`config.mk`:
```
export PLATFORM = sky130hd
export DESIGN_NAME = manchester_encoder_fifo
export DESIGN_NICKNAME = d
export VERILOG_FILES = /design/src/rtl/manchester_pkg.sv /design/src/rtl/manchester_sync_fifo.sv /design/src/rtl/manchester_encoder_fifo.sv
export SDC_FILE = /design/constraint.sdc
export NUM_CORES = 1
export LEC_CHECK = 0
export ABC_AREA = 1
export CAP_MARGIN = 20
export CELL_PAD_IN_SITES_DETAIL_PLACEMENT = 0
export CELL_PAD_IN_SITES_GLOBAL_PLACEMENT = 2
export CORE_UTILIZATION = 39
export DETAILED_ROUTE_END_ITERATION = 16
export PLACE_DENSITY = 0.94
export SLEW_MARGIN = 30
export SYNTH_ARGS = -nofsm -noshare
export SYNTH_HDL_FRONTEND = slang
export SYNTH_SLANG_ARGS = --single-unit
```
`constraint.sdc`:
```
create_clock -name clk -period 2.7 [get_ports clk]
set_input_delay 0.54 -clock clk [delete_from_list [all_inputs] [get_ports clk]]
set_output_delay 0.54 -clock clk [all_outputs]
set_load 0.02 [all_outputs]
```
`src/rtl/manchester_pkg.sv`:
```
// Shared types and helpers for the Manchester line encoder.
// Holds the encoder FSM states, the line-convention constants and the
// half-bit length helper used when a symbol is loaded from the FIFO.
package manchester_pkg;

    typedef enum logic [1:0] {
        IDLE   = 2'd0,
        FIRST  = 2'd1,
        SECOND = 2'd2
    } state_t;

    // Line convention selected by cfg_ieee.
    localparam logic MANCH_THOMAS = 1'b0;   // first half carries the data level
    localparam logic MANCH_IEEE   = 1'b1;   // first half carries the inverted data level

    // Half-bit length in clock cycles: the pulse width with its LSB dropped, plus one,
    // so pw=0 and pw=1 both give a one-cycle half.
    function automatic logic [31:0] half_len(input logic [31:0] pw);
        return (pw >> 1) + 32'd1;
    endfunction

endpackage

```
`src/rtl/manchester_sync_fifo.sv`:
```
// Purpose: first-word fall-through synchronous FIFO with registered storage.
// Latency: a pushed word is visible on rd_data the cycle after the push edge.
// Backpressure: full blocks pushes, empty blocks pops; same-cycle push and pop both happen.
module manchester_sync_fifo #(
    parameter int WIDTH = 8,
    parameter int DEPTH = 4
) (
    input  logic             clk,
    input  logic             rst_n,
    input  logic             push,
    input  logic [WIDTH-1:0] wr_data,
    input  logic             pop,
    output logic [WIDTH-1:0] rd_data,
    output logic             full,
    output logic             empty
);

    localparam int AW = (DEPTH > 1) ? $clog2(DEPTH) : 1;

    logic [WIDTH-1:0] mem [DEPTH];
    logic [AW:0]      wr_ptr;
    logic [AW:0]      rd_ptr;
    logic             do_push;
    logic             do_pop;

    // Pointers carry one extra wrap bit: equal means empty, differing only in the wrap bit means full.
    assign empty   = (wr_ptr == rd_ptr);
    assign full    = (wr_ptr[AW] != rd_ptr[AW]) && (wr_ptr[AW-1:0] == rd_ptr[AW-1:0]);
    assign do_push = push && !full;
    assign do_pop  = pop && !empty;
    assign rd_data = mem[rd_ptr[AW-1:0]];

    // Advance the pointers; reset discards anything buffered.
    always_ff @(posedge clk) begin
        if (!rst_n) begin
            wr_ptr <= '0;
            rd_ptr <= '0;
        end else begin
            if (do_push) wr_ptr <= wr_ptr + 1'b1;
            if (do_pop)  rd_ptr <= rd_ptr + 1'b1;
        end
    end

    // Storage is data-only and needs no reset; the pointers define what is valid.
    always_ff @(posedge clk) begin
        if (do_push) mem[wr_ptr[AW-1:0]] <= wr_data;
    end

endmodule

```
`src/rtl/manchester_encoder_fifo.sv`:
```
// Purpose: buffers {pulse width, bit} entries and drives them as gapless Manchester symbols.
// Latency: a bit pushed into an empty, idle block drives the line on the following edge.
// Backpressure: in_ready = !full (a same-cycle pop does not open a slot); source holds in_valid.
module manchester_encoder_fifo
    import manchester_pkg::*;
#(
    parameter int PW_WIDTH = 6,
    parameter int DEPTH    = 4
) (
    input  logic                clk,
    input  logic                rst_n,
    input  logic                in_valid,
    output logic                in_ready,
    input  logic                in_data,
    input  logic [PW_WIDTH-1:0] in_pulsewidth,
    input  logic                cfg_ieee,
    output logic                out_data,
    output logic                out_enable,
    output logic                busy
);

    localparam int EW = PW_WIDTH + 1;

    logic [EW-1:0]       wr_entry;
    logic [EW-1:0]       rd_entry;
    logic [PW_WIDTH-1:0] rd_pw;
    logic                rd_bit;
    logic                full;
    logic                empty;
    logic                push;
    logic                pop;
    logic [PW_WIDTH-1:0] head_half_m1;
    logic                head_level;

    state_t              state;
    logic [PW_WIDTH-1:0] cnt;
    logic [PW_WIDTH-1:0] half_m1;

    assign wr_entry = {in_pulsewidth, in_data};
    assign rd_pw    = rd_entry[EW-1:1];
    assign rd_bit   = rd_entry[0];

    assign in_ready = !full;
    assign push     = in_valid && !full;

    // A symbol is taken from the FIFO when idle, or at the very last cycle of a
    // second half so the next symbol follows with no idle cycle in between.
    assign pop = !empty && ((state == IDLE) || ((state == SECOND) && (cnt == '0)));

    assign busy = (state != IDLE) || !empty;

    // Counter reload value (H-1) and first-half level for the entry at the FIFO head.
    assign head_half_m1 = PW_WIDTH'(half_len(32'(rd_pw)) - 32'd1);
    assign head_level   = (cfg_ieee == MANCH_IEEE) ? ~rd_bit : rd_bit;

    manchester_sync_fifo #(
        .WIDTH (EW),
        .DEPTH (DEPTH)
    ) u_fifo (
        .clk     (clk),
        .rst_n   (rst_n),
        .push    (push),
        .wr_data (wr_entry),
        .pop     (pop),
        .rd_data (rd_entry),
        .full    (full),
        .empty   (empty)
    );

    // Symbol FSM: first half, then the inverted second half, each H cycles long.
    // The half length is latched at pop because the FIFO head moves on immediately.
    always_ff @(posedge clk) begin
        if (!rst_n) begin
            state      <= IDLE;
            cnt        <= '0;
            half_m1    <= '0;
            out_data   <= 1'b0;
            out_enable <= 1'b0;
        end else begin
            case (state)
                IDLE: begin
                    if (pop) begin
                        out_enable <= 1'b1;
                        out_data   <= head_level;
                        cnt        <= head_half_m1;
                        half_m1    <= head_half_m1;
                        state      <= FIRST;
                    end
                end
                FIRST: begin
                    if (cnt != '0) begin
                        cnt <= cnt - 1'b1;
                    end else begin
                        out_data <= ~out_data;
                        cnt      <= half_m1;
                        state    <= SECOND;
                    end
                end
                SECOND: begin
                    if (cnt != '0) begin
                        cnt <= cnt - 1'b1;
                    end else if (pop) begin
                        out_data <= head_level;
                        cnt      <= head_half_m1;
                        half_m1  <= head_half_m1;
                        state    <= FIRST;
                    end else begin
                        out_enable <= 1'b0;
                        out_data   <= 1'b0;
                        state      <= IDLE;
                    end
                end
                default: begin
                    state <= IDLE;
                end
            endcase
        end
    end

endmodule
```
# == Word level (Yosys, flattened, before mapping) ==
# Memory sizes are Yosys's and may differ from the RTL's. A register that Yosys moved wholly into a read port is not among the register bits.
# Cells that the tools add are included.
# Widths: inputs -> output; s select.
# classes
add_sub_neg,5
n_eq_ne,9
mux,26
n_bitwise,2
n_reduce_logical,20
# op_table
cell,count
$mux 6,5
$pmux 6 s3,1
$pmux 6 s2,1
$sub 6x1->6 const B,2
$mux 1,11
$mux 2,5
$reduce_and 4->1,2
$add 3x1->3 const B,2
$add 5x1->6 const B,1
$logic_and 1x1->1,6
$logic_not 6->1,1
$ne 2x2->1 const B,3
$pmux 2 s3,1
$reduce_bool 6->1,1
$reduce_bool 2->1,2
$eq 3x3->1,1
$pmux 1 s3,1
$reduce_and 3->1,1
$reduce_bool 3->1,1
$eq 2x1->1 const B,1
$eq 2x2->1,1
$eq 2x2->1 const B,1
$logic_not 1->1,2
$logic_not 2->1,1
other kinds (6),8
# word_totals
register_bits,22
ramBits,28
in_bits,11
out_inout_bits,4
elab_cells,70
mem_count,1
# memory_table
name,depth,word_bits,rd,rd_clocked_by_memory_dff,write_ports,line_no,text
u_fifo.mem,4,7,1,1,1,manchester_sync_fifo.sv:20,logic [WIDTH-1:0] mem [DEPTH];

# == Logic depth before layout (Yosys ltp) ==
# logic_depth
word_depth,7
depth_mapped,9
ltp_nobuf,9

# == Modules after synthesis ==
# Synthesis repeated with hierarchy kept, for this count alone.
# hier_totals
hier_cells,311
hier_area_um2,2665.1
# by_module_without_submodules
mod,n_inst,cells_each,area_each_um2,seq_area_each_um2
manchester_sync_fifo,1,141,1531.5,1001.0
manchester_encoder_fifo,1,170,1133.6,300.3

# == Worst setup path after synthesis ==
# Ideal clock, no wire load.
# synth_timing
path_kind,flip-flop to flip-flop
from,reg u_fifo.wr_ptr[1]
to,mem u_fifo.mem[0][0] (netlist name) (enable)
setup_time_ns,0.350
arrival_ns,1.277
required_ns,2.350
path_slack_ns,1.074
path_stages_with_launch,7
path_buffers,0
period_less_slack_ns,1.626
cell_sequence,dfxtp_1 -> inv_1 -> nand2_1 -> nand2_1 -> nand3b_1 -> nand2_2 -> nor2_1
# synth_between
elab_chain_cells,7
# synth_lines
element,line_no,text
"start, declared",manchester_sync_fifo.sv:21,logic [AW:0] wr_ptr;
"start signal, assigned",manchester_sync_fifo.sv:39,if (do_push) wr_ptr <= wr_ptr + 1'b1;
$eq 2x2->1 *,manchester_sync_fifo.sv:28,assign full = (wr_ptr[AW] != rd_ptr[AW]) && (wr_ptr[AW-1:0] == rd_ptr[AW-1:0]);
$logic_and 1x1->1 *,manchester_sync_fifo.sv:28,
$logic_not 1->1 *,--,
via in_ready,manchester_encoder_fifo.sv:13,"output logic in_ready,"
$logic_and 1x1->1,manchester_encoder_fifo.sv:44,assign push = in_valid && !full;
$logic_and 1x1->1 *,manchester_sync_fifo.sv:29,assign do_push = push && !full;
$mux 1 *,manchester_sync_fifo.sv:46,if (do_push) mem[wr_ptr[AW-1:0]] <= wr_data;
$mux 1 (implied by the code) *,manchester_sync_fifo.sv:46,
"end, declared",manchester_sync_fifo.sv:20,
# The timed path passes the listed nets; every way through them passes the cells marked *.

# == Worst setup path in the final report ==
# layout_timing
from,reg state[0]
to,out busy
# layout_between
elab_chain_cells,2
# layout_lines
element,line_no,text
"start, declared",manchester_encoder_fifo.sv:35,state_t state;
"start signal, assigned",manchester_encoder_fifo.sv:74,state <= IDLE;
"start signal, assigned",manchester_encoder_fifo.sv:87,state <= FIRST;
"start signal, assigned",manchester_encoder_fifo.sv:96,state <= SECOND;
$reduce_bool 2->1,manchester_encoder_fifo.sv:50,assign busy = (state != IDLE) || !empty;
$logic_or 1x1->1,manchester_encoder_fifo.sv:50,
"end, declared",manchester_encoder_fifo.sv:19,output logic busy
# No other way between the ends.

==> flow_summary.yaml <==
grt:
  overflow: 0
  antenna_found_initial: 0
  largest_net_degree_at_the_start_of_global_routing: 20
  first_global_vias: 1667
  grt_pass1_wl_mm: 7.97
  grtUsageTotal: 0.170
power:
  sw_frac_of_total: 0.430
  pwr-share-comb: 0.452
  worst_ir_drop_vdd_mv: 0.422
  power_switching_mw: 1.13
  cell_internal_pwr_mw: 1.49
  leakagePower_nw: 1.08
  sequentialPowerShare: 0.373
  clkPwrFrac: 0.175
  power-per-cell-area_nw_per_um2: 992
detailed_routing:
  detail_route_antenna_nets: 0
  postRouteWirelength_mm: 4.79
  detailedRoute.firstIterationViolations: 87
  routed_via_density: 4.88
  route.detailed.wl_per_inst_um: 13.2
  detailroute.via_count: 1772
  route.detailed.drc: 0
  detailedRoute.firstPassIterationCount: 4
timing:
  holdWs_ns: 0.460
  fin_skew_ns: 0.00862
  grt_setup_unrepaired: "no"
  clock.fmax_mhz: 414
  timing_max_transition_violations_final: 0
  max_slew_margin: 0.596
  setup_tns_ns: 0
  setup_violations: 0
  timing_hold_violations_final: 0
  timing.final.crit_period_ns: 2.41
  post-route-period-util: 0.894
  max_slew.worst_pin.slew_ns: 0.604
clock_tree:
  clock-root-buffer: "sky130_fd_sc_hd__clkbuf_8"
  cts_hold_buf: 0
  post-cts-setup-buffers: 0
  tritoncts: "built"
  clock_tree.buffer_depth: 2
  total_cts_buffers: 5
  cts.clk_slew.worst_paths_ns: 0.10
  clock_tree.htree_level_count: 2
  numClockSinks: 47
  cts-resized-gates: 0
  insertion_delay_ns: 0.30
job:
  drv.max_cap_violation_count: 0
finish:
  regArea_um2: 1180
  area_growth_syn_to_layout_pct: 13.1
  n_antenna_cell: 0
  mostFrequentLayoutCells: "sky130_fd_sc_hd__nand2_1 (63), sky130_fd_sc_hd__inv_1 (32), sky130_fd_sc_hd__edfxtp_1 (24), sky130_fd_sc_hd__dfxtp_1 (23)"
  drive_gt1_frac: 0.0928
  layout.cells.non_filler: 363
  num-fill-cells: 560
  layout.cells.most_common: "sky130_fd_sc_hd__nand2_1"
  multi_input_comb_area_um2: 997
  design_area_um2: 2640
  design.final.nets: 312
critical_path:
  kind_of_end_point_of_the_critical_path: "output port"
  worstSetupPathType: "flop to output port"
  timing.reg2reg.setup_slack_ns: 0.87
  critPathArrivalTime_ns: 1.87
  cp.required_ns: 2.16
  worstPathMaxFanout: 5
  start_kind: "flop"
yosys:
  ys_async_rst_share: 0
  number_of_distinct_library_cells_after_synthesis: 33
  number_of_enable_type_register_cells_in_the_synthesized_netlist: 24
  synth_fp_nets: 294
  synth_sequential_area_ratio: 0.506
  yosysWarnings: 0
  cells_after_synth: 272
  flip_flop_and_latch_count_after_synthesis: 47
  post_synth_instance_area_um2: 2330
  synth_flop_cell: "sky130_fd_sc_hd__edfxtp_1"
  postSynthAreaPerCell_um2: 8.58
floorplan:
  overall_die_area_um2: 6300
  chipHeight_um: 79.4
  core_region_area_um2: 5640
  initial_core_utilization: 0.414
  floorplan.rows: 27
  die_width_um: 79.4
  pin_count: 15
placement:
  placedCellCount: 355
  gp_congestion: 0.752
  place.port_buffers: 13
  detailedPlacementHpwl_mm: 3.43
  post_dp_cell_area_um2: 2540
status:
  run_status: "finished, final reports clean"
worst_hold_path:
  type_of_the_worst_min_delay_path: "flop to flop"
==> power groups by stage <==
stage | Clock, mW | Sequential (mW) | Combinational (mW)
after floorplan | 0 | 0.990 | 0.900
after global placement | 0 | 0.994 | 1.18
after detailed placement | 0 | 0.996 | 1.19
after CTS | 0.468 | 0.980 | 1.19
after global routing | 0.496 | 0.995 | 1.37
final | 0.458 | 0.978 | 1.18
==> critical path, cell delays in order (launching register included) <==
cell	delay, ns
sky130_fd_sc_hd__dfxtp_1	0.42
sky130_fd_sc_hd__inv_1	0.09
sky130_fd_sc_hd__ha_1	0.25
sky130_fd_sc_hd__nand4_1	0.18
sky130_fd_sc_hd__clkdlybuf4s50_1	0.63
==> metrics by stage <==
stage	setup slack [ns]	power (mW)	utilization
6_report	0.286	2.62	0.468
5_1_grt	0.144	2.86	0.468
4_1_cts	0.265	2.64	0.468
3_5_place_dp	0.602	2.19	0.451
3_3_place_gp	0.619	2.18	0.451
2_1_floorplan	1.07	1.89	-
==> synth_stat cells (2+ instances only) <==
library cell / instances / area, µm²
sky130_fd_sc_hd__nor2_1: 18 / 67.6
sky130_fd_sc_hd__xor2_1: 3 / 26.3
sky130_fd_sc_hd__inv_2: 2 / 7.51
sky130_fd_sc_hd__nand2_1: 63 / 236
sky130_fd_sc_hd__ha_1: 11 / 138
sky130_fd_sc_hd__a21oi_1: 20 / 100
sky130_fd_sc_hd__nand3_2: 2 / 20.0
sky130_fd_sc_hd__o21ai_1: 3 / 15.0
sky130_fd_sc_hd__nand2_2: 4 / 25.0
sky130_fd_sc_hd__a31oi_1: 2 / 12.5
sky130_fd_sc_hd__o21ai_0: 20 / 100
sky130_fd_sc_hd__nand4_1: 2 / 12.5
sky130_fd_sc_hd__dfxtp_1: 23 / 460
sky130_fd_sc_hd__inv_1: 32 / 120
sky130_fd_sc_hd__nor2_2: 3 / 18.8
sky130_fd_sc_hd__nand3_1: 20 / 100
sky130_fd_sc_hd__nor3_1: 4 / 20.0
sky130_fd_sc_hd__xnor2_1: 2 / 17.5
sky130_fd_sc_hd__edfxtp_1: 24 / 721
==> cell type report <==
| type | count | share of cell area |
|---|---|---|
| clock inverters | 3 | 0.0104 |
| repair buffers | 15 | 0.0550 |
| flip-flops and latches | 47 | 0.447 |
| clock buffers | 5 | 0.0261 |
| multi-input cells | 186 | 0.378 |
| inverters | 35 | 0.0497 |
| well taps | 72 | 0.0341 |
==> logic make-up (layout without fill, tap and decap cells) <==
kind of cell / count (synthesis) / in the layout / synth area share
AOI/OAI and AO/OA: 49 / 49 / 0.112
xor gates and xnor gates: 6 / 6 / 0.0257
adders and majority gates: 11 / 11 / 0.0589
buffers and inverters: 39 / 58 / 0.0670
DFF: 47 / 47 / 0.506
and+or+nand+nor: 120 / 120 / 0.230
==> per-layer routing <==
metal  vias up  routed length [µm]  GRT usage
met5         -                   0          0
met4         0                  31     0.0491
met3         2                 114     0.0343
met2        23                2170      0.276
met1       812                2480      0.230
li1        935                   -          -
==> path summary, 6_finish.rpt <==
kind	start	to	depth (start not counted)
min reg2reg	half_m1[1]	half_m1[1]	2
max reg2reg	u_fifo.wr_ptr[1]	u_fifo.mem[1][4]	6
max	state[0]	busy	4
min	half_m1[1]	half_m1[1]	2
==> sequential cells by signal (all words and copies together), names as in the netlist, named ones only <==
name	count
out_data	1
u_fifo.mem	24
out_enable	1
state	2
u_fifo.rd_ptr	3
cnt	6
u_fifo.wr_ptr	3
half_m1	5
Power figures use the tool's default switching activity.
